--- config.mk ---
export PLATFORM = sky130hd
export DESIGN_NAME = mmu_tlb
export DESIGN_NICKNAME = d
export VERILOG_FILES = /design/src/rtl/mmu_tlb.sv
export SDC_FILE = /design/constraint.sdc
export NUM_CORES = 1
export LEC_CHECK = 0
export CAP_MARGIN = 20
export CELL_PAD_IN_SITES_DETAIL_PLACEMENT = 1
export CELL_PAD_IN_SITES_GLOBAL_PLACEMENT = 2
export CORE_ASPECT_RATIO = 2
export CORE_UTILIZATION = 40
export DETAILED_ROUTE_END_ITERATION = 8
export PLACE_DENSITY = 0.87
export SETUP_SLACK_MARGIN = 0.1
export SKIP_LAST_GASP = 1
export SLEW_MARGIN = 30
export SYNTH_ARGS = -nofsm -noshare
export SYNTH_HDL_FRONTEND = slang
export SYNTH_SLANG_ARGS = --single-unit
export TNS_END_PERCENT = 5
--- constraint.sdc ---
create_clock -name clk -period 16.1 [get_ports clk]
set_input_delay 3.22 -clock clk [delete_from_list [all_inputs] [get_ports clk]]
set_output_delay 3.22 -clock clk [all_outputs]
set_load 0.1 [all_outputs]
--- src/rtl/mmu_tlb.sv ---
// Fully-associative MMU translation buffer with round-robin fill and sequential flush.
// Optional MMU_TLB_BYPASS_EN forwards a same-cycle insert to a matching lookup.
module mmu_tlb #(
    parameter int unsigned ENTRIES = 8,
    parameter int unsigned VPN_W   = 16,
    parameter int unsigned PPN_W   = 12
) (
    input  logic             clk,
    input  logic             reset,
    input  logic             lk_rdy,
    input  logic [VPN_W-1:0] lk_vpn,
    output logic             lk_ack,
    output logic             esito_ma,
    output logic [PPN_W-1:0] ma_ppn,
    input  logic             ins_en,
    input  logic [VPN_W-1:0] ins_vpn,
    input  logic [PPN_W-1:0] ins_ppn,
    input  logic             flush_en,
    output logic             flush_done,
    output logic             busy
);
    localparam int unsigned IDX_W = $clog2(ENTRIES);

    typedef enum logic {S_IDLE, S_FLUSH} state_t;

    state_t             state_q, state_d;
    logic [IDX_W-1:0]   idx_q, idx_d;
    logic [IDX_W-1:0]   rr_q, rr_d;
    logic [ENTRIES-1:0] valid_q, valid_d;
    logic [VPN_W-1:0]   tag_q  [ENTRIES];
    logic [VPN_W-1:0]   tag_d  [ENTRIES];
    logic [PPN_W-1:0]   data_q [ENTRIES];
    logic [PPN_W-1:0]   data_d [ENTRIES];
    logic               pend_q, pend_d;
    logic               lk_ack_q, lk_ack_d;
    logic               esito_q, esito_d;
    logic [PPN_W-1:0]   ppn_q, ppn_d;
    logic               flush_done_q, flush_done_d;
    logic               busy_q, busy_d;

    logic               lk_hit;
    logic [PPN_W-1:0]   lk_ppn;
    logic               ins_hit;
    logic [IDX_W-1:0]   ins_idx;

    // Parallel tag match for both the lookup and the insert port (pre-insert contents).
    always_comb begin
        lk_hit  = 1'b0;
        lk_ppn  = '0;
        ins_hit = 1'b0;
        ins_idx = '0;
        for (int unsigned i = 0; i < ENTRIES; i++) begin
            if (valid_q[i] && (tag_q[i] == lk_vpn)) begin
                lk_hit = 1'b1;
                lk_ppn = data_q[i];
            end
            if (valid_q[i] && (tag_q[i] == ins_vpn)) begin
                ins_hit = 1'b1;
                ins_idx = IDX_W'(i);
            end
        end
    end

    always_comb begin
        state_d      = state_q;
        idx_d        = idx_q;
        rr_d         = rr_q;
        valid_d      = valid_q;
        tag_d        = tag_q;
        data_d       = data_q;
        pend_d       = pend_q;
        lk_ack_d     = 1'b0;
        esito_d      = 1'b0;
        ppn_d        = '0;
        flush_done_d = 1'b0;

        case (state_q)
            S_IDLE: begin
                // A parked lookup only ever follows a flush, so it always misses.
                if (pend_q) begin
                    lk_ack_d = 1'b1;
                    esito_d  = 1'b1;
                    pend_d   = 1'b0;
                end else if (lk_rdy) begin
                    if (flush_en) begin
                        pend_d = 1'b1;
                    end else begin
                        lk_ack_d = 1'b1;
                        esito_d  = ~lk_hit;
                        ppn_d    = lk_hit ? lk_ppn : '0;
`ifdef MMU_TLB_BYPASS_EN
                        if (ins_en && (ins_vpn == lk_vpn)) begin
                            esito_d = 1'b0;
                            ppn_d   = ins_ppn;
                        end
`endif
                    end
                end

                if (flush_en) begin
                    state_d = S_FLUSH;
                    idx_d   = '0;
                end else if (ins_en) begin
                    if (ins_hit) begin
                        data_d[ins_idx] = ins_ppn;
                    end else begin
                        valid_d[rr_q] = 1'b1;
                        tag_d[rr_q]   = ins_vpn;
                        data_d[rr_q]  = ins_ppn;
                        rr_d          = rr_q + 1'b1;
                    end
                end
            end

            S_FLUSH: begin
                valid_d[idx_q] = 1'b0;
                if (lk_rdy && !pend_q) begin
                    pend_d = 1'b1;
                end
                if (idx_q == IDX_W'(ENTRIES - 1)) begin
                    state_d      = S_IDLE;
                    flush_done_d = 1'b1;
                end else begin
                    idx_d = idx_q + 1'b1;
                end
            end

            default: state_d = S_IDLE;
        endcase

        busy_d = (state_d == S_FLUSH);
    end

    always_ff @(posedge clk or posedge reset) begin
        if (reset) begin
            state_q      <= S_IDLE;
            idx_q        <= '0;
            rr_q         <= '0;
            valid_q      <= '0;
            pend_q       <= 1'b0;
            lk_ack_q     <= 1'b0;
            esito_q      <= 1'b0;
            ppn_q        <= '0;
            flush_done_q <= 1'b0;
            busy_q       <= 1'b0;
            for (int unsigned i = 0; i < ENTRIES; i++) begin
                tag_q[i]  <= '0;
                data_q[i] <= '0;
            end
        end else begin
            state_q      <= state_d;
            idx_q        <= idx_d;
            rr_q         <= rr_d;
            valid_q      <= valid_d;
            pend_q       <= pend_d;
            lk_ack_q     <= lk_ack_d;
            esito_q      <= esito_d;
            ppn_q        <= ppn_d;
            flush_done_q <= flush_done_d;
            busy_q       <= busy_d;
            for (int unsigned i = 0; i < ENTRIES; i++) begin
                tag_q[i]  <= tag_d[i];
                data_q[i] <= data_d[i];
            end
        end
    end

    assign lk_ack     = lk_ack_q;
    assign esito_ma   = esito_q;
    assign ma_ppn     = ppn_q;
    assign flush_done = flush_done_q;
    assign busy       = busy_q;
endmodule
# --- Word level (Yosys, flattened, before mapping) ---
# Index checks and enable logic that the tools add are counted.
op_classes:
  n_mux: 74
  bitwise: 9
  n_addsub: 2
  n_eq_ne: 23
  n_reduce_logical: 26
  n_lt_le_gt_ge: 8
op_table:
  columns: ["op", "count"]
  rows:
  - ["$eq A16 B16 Y1", 16]
  - ["$bwmux W96", 2]
  - ["$mux W12", 15]
  - ["$bwmux W128", 1]
  - ["$mux W96", 1]
  - ["$demux W12 S3", 2]
  - ["$demux W16 S3", 1]
  - ["$mux W1", 34]
  - ["$mux W3", 8]
  - ["$mux W8", 3]
  - ["$logic_and A1 B1 Y1", 21]
  - ["$mux W16", 1]
  - ["$pmux W8 S2", 1]
  - ["$ne A2 B2 Y1 const B", 5]
  - ["$and A8 B8 Y8", 1]
  - ["$ge A4 B4 Y1 const B", 2]
  - ["$lt A3 B4 Y1 const B", 2]
  - ["$lt A4 B1 Y1 const B", 2]
  - ["$not A3 Y4", 2]
  - ["$not A8 Y8", 1]
  - ["$or A8 B8 Y8", 1]
  - ["$add A3 B1 Y3 const B", 2]
  - ["$demux W1 S3", 2]
  - ["$ge A3 B1 Y1 const B", 2]
  - ["other kinds (9)", 14]
totals:
  wordCells: 167
  out_inout_bits: 16
  reg_bits: 255
  inputBits: 49

# --- Depth between registers and ports, before layout ---
logic_depth:
  depth_word: 16
  depth_mapped: 13
  depth_no_buf: 8

# --- Worst setup path before layout ---
# Ideal clock, no wire load.
synth_timing:
  path_type: "input to register"
  startpoint: "input port ins_vpn[4]"
  endpoint: "register data_q[60] (netlist bit)"
  setup_ns: 0.127
  n_path_buf: 3
  required_ns: 15.973
  path_stages: 10
  arrival_ns: 5.764
  setup_slack_ns: 10.209
  path_cell_list: "buf_4 -> xor2_1 -> or4_1 -> or4_4 -> o2111ai_4 -> or3_1 -> buf_4 -> a21boi_4 -> buf_6 -> mux2_1"
synth_via:
  elab_chain_cells: 16
  elab_cells_between_ends: 39
  cone_classes: "order compare (2); eq/ne (8); mux (19); bitwise (1); reduce/logical (9)"
synth_rtl:
  columns: ["element", "line", "source"]
  rows:
  - ["from (decl)", "16", "input logic [VPN_W-1:0] ins_vpn,"]
  - ["$eq A16 B16 Y1", "57", "if (valid_q[i] && (tag_q[i] == ins_vpn)) begin"]
  - ["$logic_and A1 B1 Y1", "57", null]
  - ["$mux W1", "57", null]
  - ["$mux W3 (6 in a row)", "57", null]
  - ["$not A3 Y4 (implied by the code)", "105", "data_d[ins_idx] = ins_ppn;"]
  - ["$ge A4 B4 Y1 (implied by the code) / $lt A4 B1 Y1 (equally long branches)", "105", null]
  - ["$logic_and A1 B1 Y1 (implied by the code)", "105", null]
  - ["$mux W12 (implied by the code)", "105", null]
  - ["$demux W12 S3", "105", null]
  - ["$bwmux W96", "105", null]
  - ["$mux W96 (*)", "104", "if (ins_hit) begin"]
  - ["to (signal, indexed assignment)", "163", "data_q[i] <= data_d[i];"]
  - ["to (decl)", "32", "logic [PPN_W-1:0] data_q [ENTRIES];"]
# Mark *: on every way between the ends. The rest lies on a longest branch, timed or not.
# A chain may end at the register's enable or synchronous reset.

# --- Worst setup path in the final report ---
layout_timing:
  startpoint: "input port ins_vpn[0]"
  endpoint: "register data_q[71] (netlist bit)"
# Same word-level chain as after synthesis.

==> run metrics <==
critical-path maximum fanout 18; 1st-iter DRT viols between 400 and 500; status complete, no violations; synthesized area approximately 15000 um2; sequential share of the synthesized area 0.436; Yosys top cell area share 0.436; post-route minimum period around 7.3 ns; worst hold start data_q[13]$_DFFE_PP0P_; pwr dens roughly 130 nW/um2; share of cells above drive strength 1 0.215; IO Count between 60 and 70; clock slew at reported path FFs around 0.070 ns; Critical Path End Type register; DRT antenna net count 0; clock share of power 0.277; Rel. slew slack 0.335; syn avg cell area between 10 and 15 um2; logic gate share of total power 0.277; fmax 137 MHz; sw power between 0.0007 and 0.0008 W; synthesized flop and latch total roughly 260; CTS tree yes; Reg2Reg Setup Slack around 12 ns; hold buffers post-CTS 0; Final Max Tran Viols 0; clk sink count about 260; Req. time, crit path roughly 17 ns; post-synth top area cell dfrtp_1; Die Span Y 272 um; routed len/inst 25.1 um; fin crit share 0.455; Syn Inst Count 1339; largest net degree at the start of global routing approximately 100; RSZ-0062 raised after global routing false; hold endpoint data_q[13]$_DFFE_PP0P_; sequential share of power 0.446; DRT Pass-1 Iters 6; routability cong. between 0.8 and 0.9; initial antenna violation count 0; vias per std cell 5.73; GRT overflow 0; Vias ~10000; max cap viols 0; Final HPWL DP about 32000 um; R2R depth 7; WP data arrival between 7 and 8 ns; crit path from ins_vpn[0]; CTS Buf Count 25; n_diodes 0; CTS Root Cell clkbuf_16; EDFF count, synth 0; Final Util 0.457; FFs w/ async S/R, synth 1.00; CTS max path bufs 3; r2r endpoint data_q[71]$_DFFE_PP0P_; Worst Skew approximately 0.011 ns; top post-synthesis cells by area dfrtp_1 (44%), mux2_2 (12%), xnor2_1 (8.6%); top-count cell post-synth dfrtp_1; Worst Path Class, Setup in2reg; area grow syn2layout 12.3%; Worst-Margin Slew 0.995 ns; # port buffers 64; clock latency on the worst-skew pair 0.55 ns; CTS resizes 0; Net Sw Frac 0.341; nets@finish about 1400; cell-internal power 0.00144 W; Total Routing Usage GR 0.257; Initial Utilization 0.407; Commonest cells post-synth dfrtp_1 (255), mux2_2 (161), xnor2_1 (143); H-Tree Depth 1; die area 37400 um2; Ys Warns 0; Final Hold Viols 0; min-delay worst type reg2reg; FF-to-FF Start tag_q[36]$_DFFE_PP0P_; final WL around 46000 um; DRC 0; Core ar. 35900 um2; Worst Hold Depth 1; peak supply drop approximately 0.083 mV; # setup viols final 0; vias in the first global route around 12000; first-pass GRT wire length roughly 70000 um; Unique masters post-synth 63; Static Leak about 7 nW; hold_ws 0.488 ns; Synth Flop Type dfrtp_1; Die Span X ~140 um; Rows 98; Setup Fix Bufs, Post-CTS 0; crit start category input pin; post-synthesis net count between 1000 and 1500; setup tns final 0 ns
[worst max-delay path by stage]
stage | slack, ns | end
6_report | 8.77 | data_q[71]$_DFFE_PP0P_
5_1_grt | 8.57 | data_q[71]$_DFFE_PP0P_
4_1_cts | 8.80 | data_q[71]$_DFFE_PP0P_
3_5_place_dp | 8.28 | data_q[52]$_DFFE_PP0P_
3_3_place_gp | 8.33 | data_q[55]$_DFFE_PP0P_
2_1_floorplan | 5.87 | busy$_DFF_PP0_
[metrics by stage]
stage | area, um2 | total power (W) | worst slack (ns) | instances
after floorplan | 14600 | 0.00140 | 5.87 | 1339
after global placement | 15600 | 0.00155 | 8.33 | 1777
after detailed placement | 15600 | 0.00159 | 8.28 | 1779
after CTS | 16400 | 0.00220 | 8.80 | 1824
after global routing | 16400 | 0.00230 | 8.57 | 1824
final | 16400 | 0.00218 | 8.77 | 1824
[power by group through the flow]
| stage | Clock (W) | Sequential, W | Combinational [W] |
|---|---|---|---|
| 6_report | 0.000605 | 0.000973 | 0.000604 |
| 5_1_grt | 0.000641 | 0.000996 | 0.000660 |
| 4_1_cts | 0.000619 | 0.000971 | 0.000610 |
| 3_5_place_dp | 0 | 0.000982 | 0.000605 |
| 3_3_place_gp | 0 | 0.000969 | 0.000578 |
| 2_1_floorplan | 0 | 0.000963 | 0.000438 |
[layout by cell type, fill, tap and decap left out, drive strengths merged, types with 3 or more instances in the layout]
cell	instances
o21ai	24
nand2b	9
o2111a	11
or2	11
nor2	35
nor3	14
o31ai	3
buf	36
inv	24
o22a	3
o32a	3
ha	3
mux2i	12
o211ai	3
a31o	12
a21boi	4
or4	4
clkbuf	31
dfrtp	255
clkinvlp	4
clkinv	6
a32o	12
or3b	5
nand4	31
and2	16
nor4	39
xnor2	143
mux2	210
xor2	116
or3	19
nand2	98
a21oi	23
nand3	58
and3	6
nor4b	4
clkdlybuf4s50	64
[worst max-delay path, cell delays in order]
cell and delay (ns):
clkdlybuf4s50_1 0.93, xor2_1 0.38, or4_1 0.46, or4_4 0.55, o2111ai_4 0.54, or3_1 0.75
a21boi_4 0.54, mux2_2 0.38
[cell families (layout without fill, tap and decap cells)]
family,Yosys count,in the layout,synth area share
and+or+nand+nor,362,362,0.132
xor gates and xnor gates,259,259,0.155
DFF,255,255,0.436
muxes,222,222,0.172
buffers and inverters,132,167,0.0448
AOI/OAI and AO/OA,106,106,0.0572
adders and majority gates,3,3,0.00257
[state kept, by name (all words and copies together), names as in the netlist]
| register | cells |
|---|---|
| busy | 1 |
| data_q | 96 |
| esito_ma | 1 |
| flush_done | 1 |
| idx_q | 3 |
| lk_ack | 1 |
| ma_ppn | 12 |
| pend_q | 1 |
| rr_q | 3 |
| tag_q | 128 |
| valid_q | 8 |
[cell type report]
type                    count  area [um2]
clock buffers              31         688
clock inverters            14         138
fillers                  3862       19500
inverters                  22        90.1
multi-input cells         952        7650
flip-flops and latches    255        6380
well taps                 450         563
repair buffers            100         918
[layer usage]
| metal | part of all wire | global-route usage | wire length [um] |
|---|---|---|---|
| met4 | 0.080 | 0.186 | 3680 |
| met2 | 0.54 | 0.473 | 24800 |
| met1 | 0.35 | 0.262 | 16000 |
| met3 | 0.028 | 0.0249 | 1270 |
| met5 | 0 | 0 | 0 |
(Power assumes the default switching activity.)
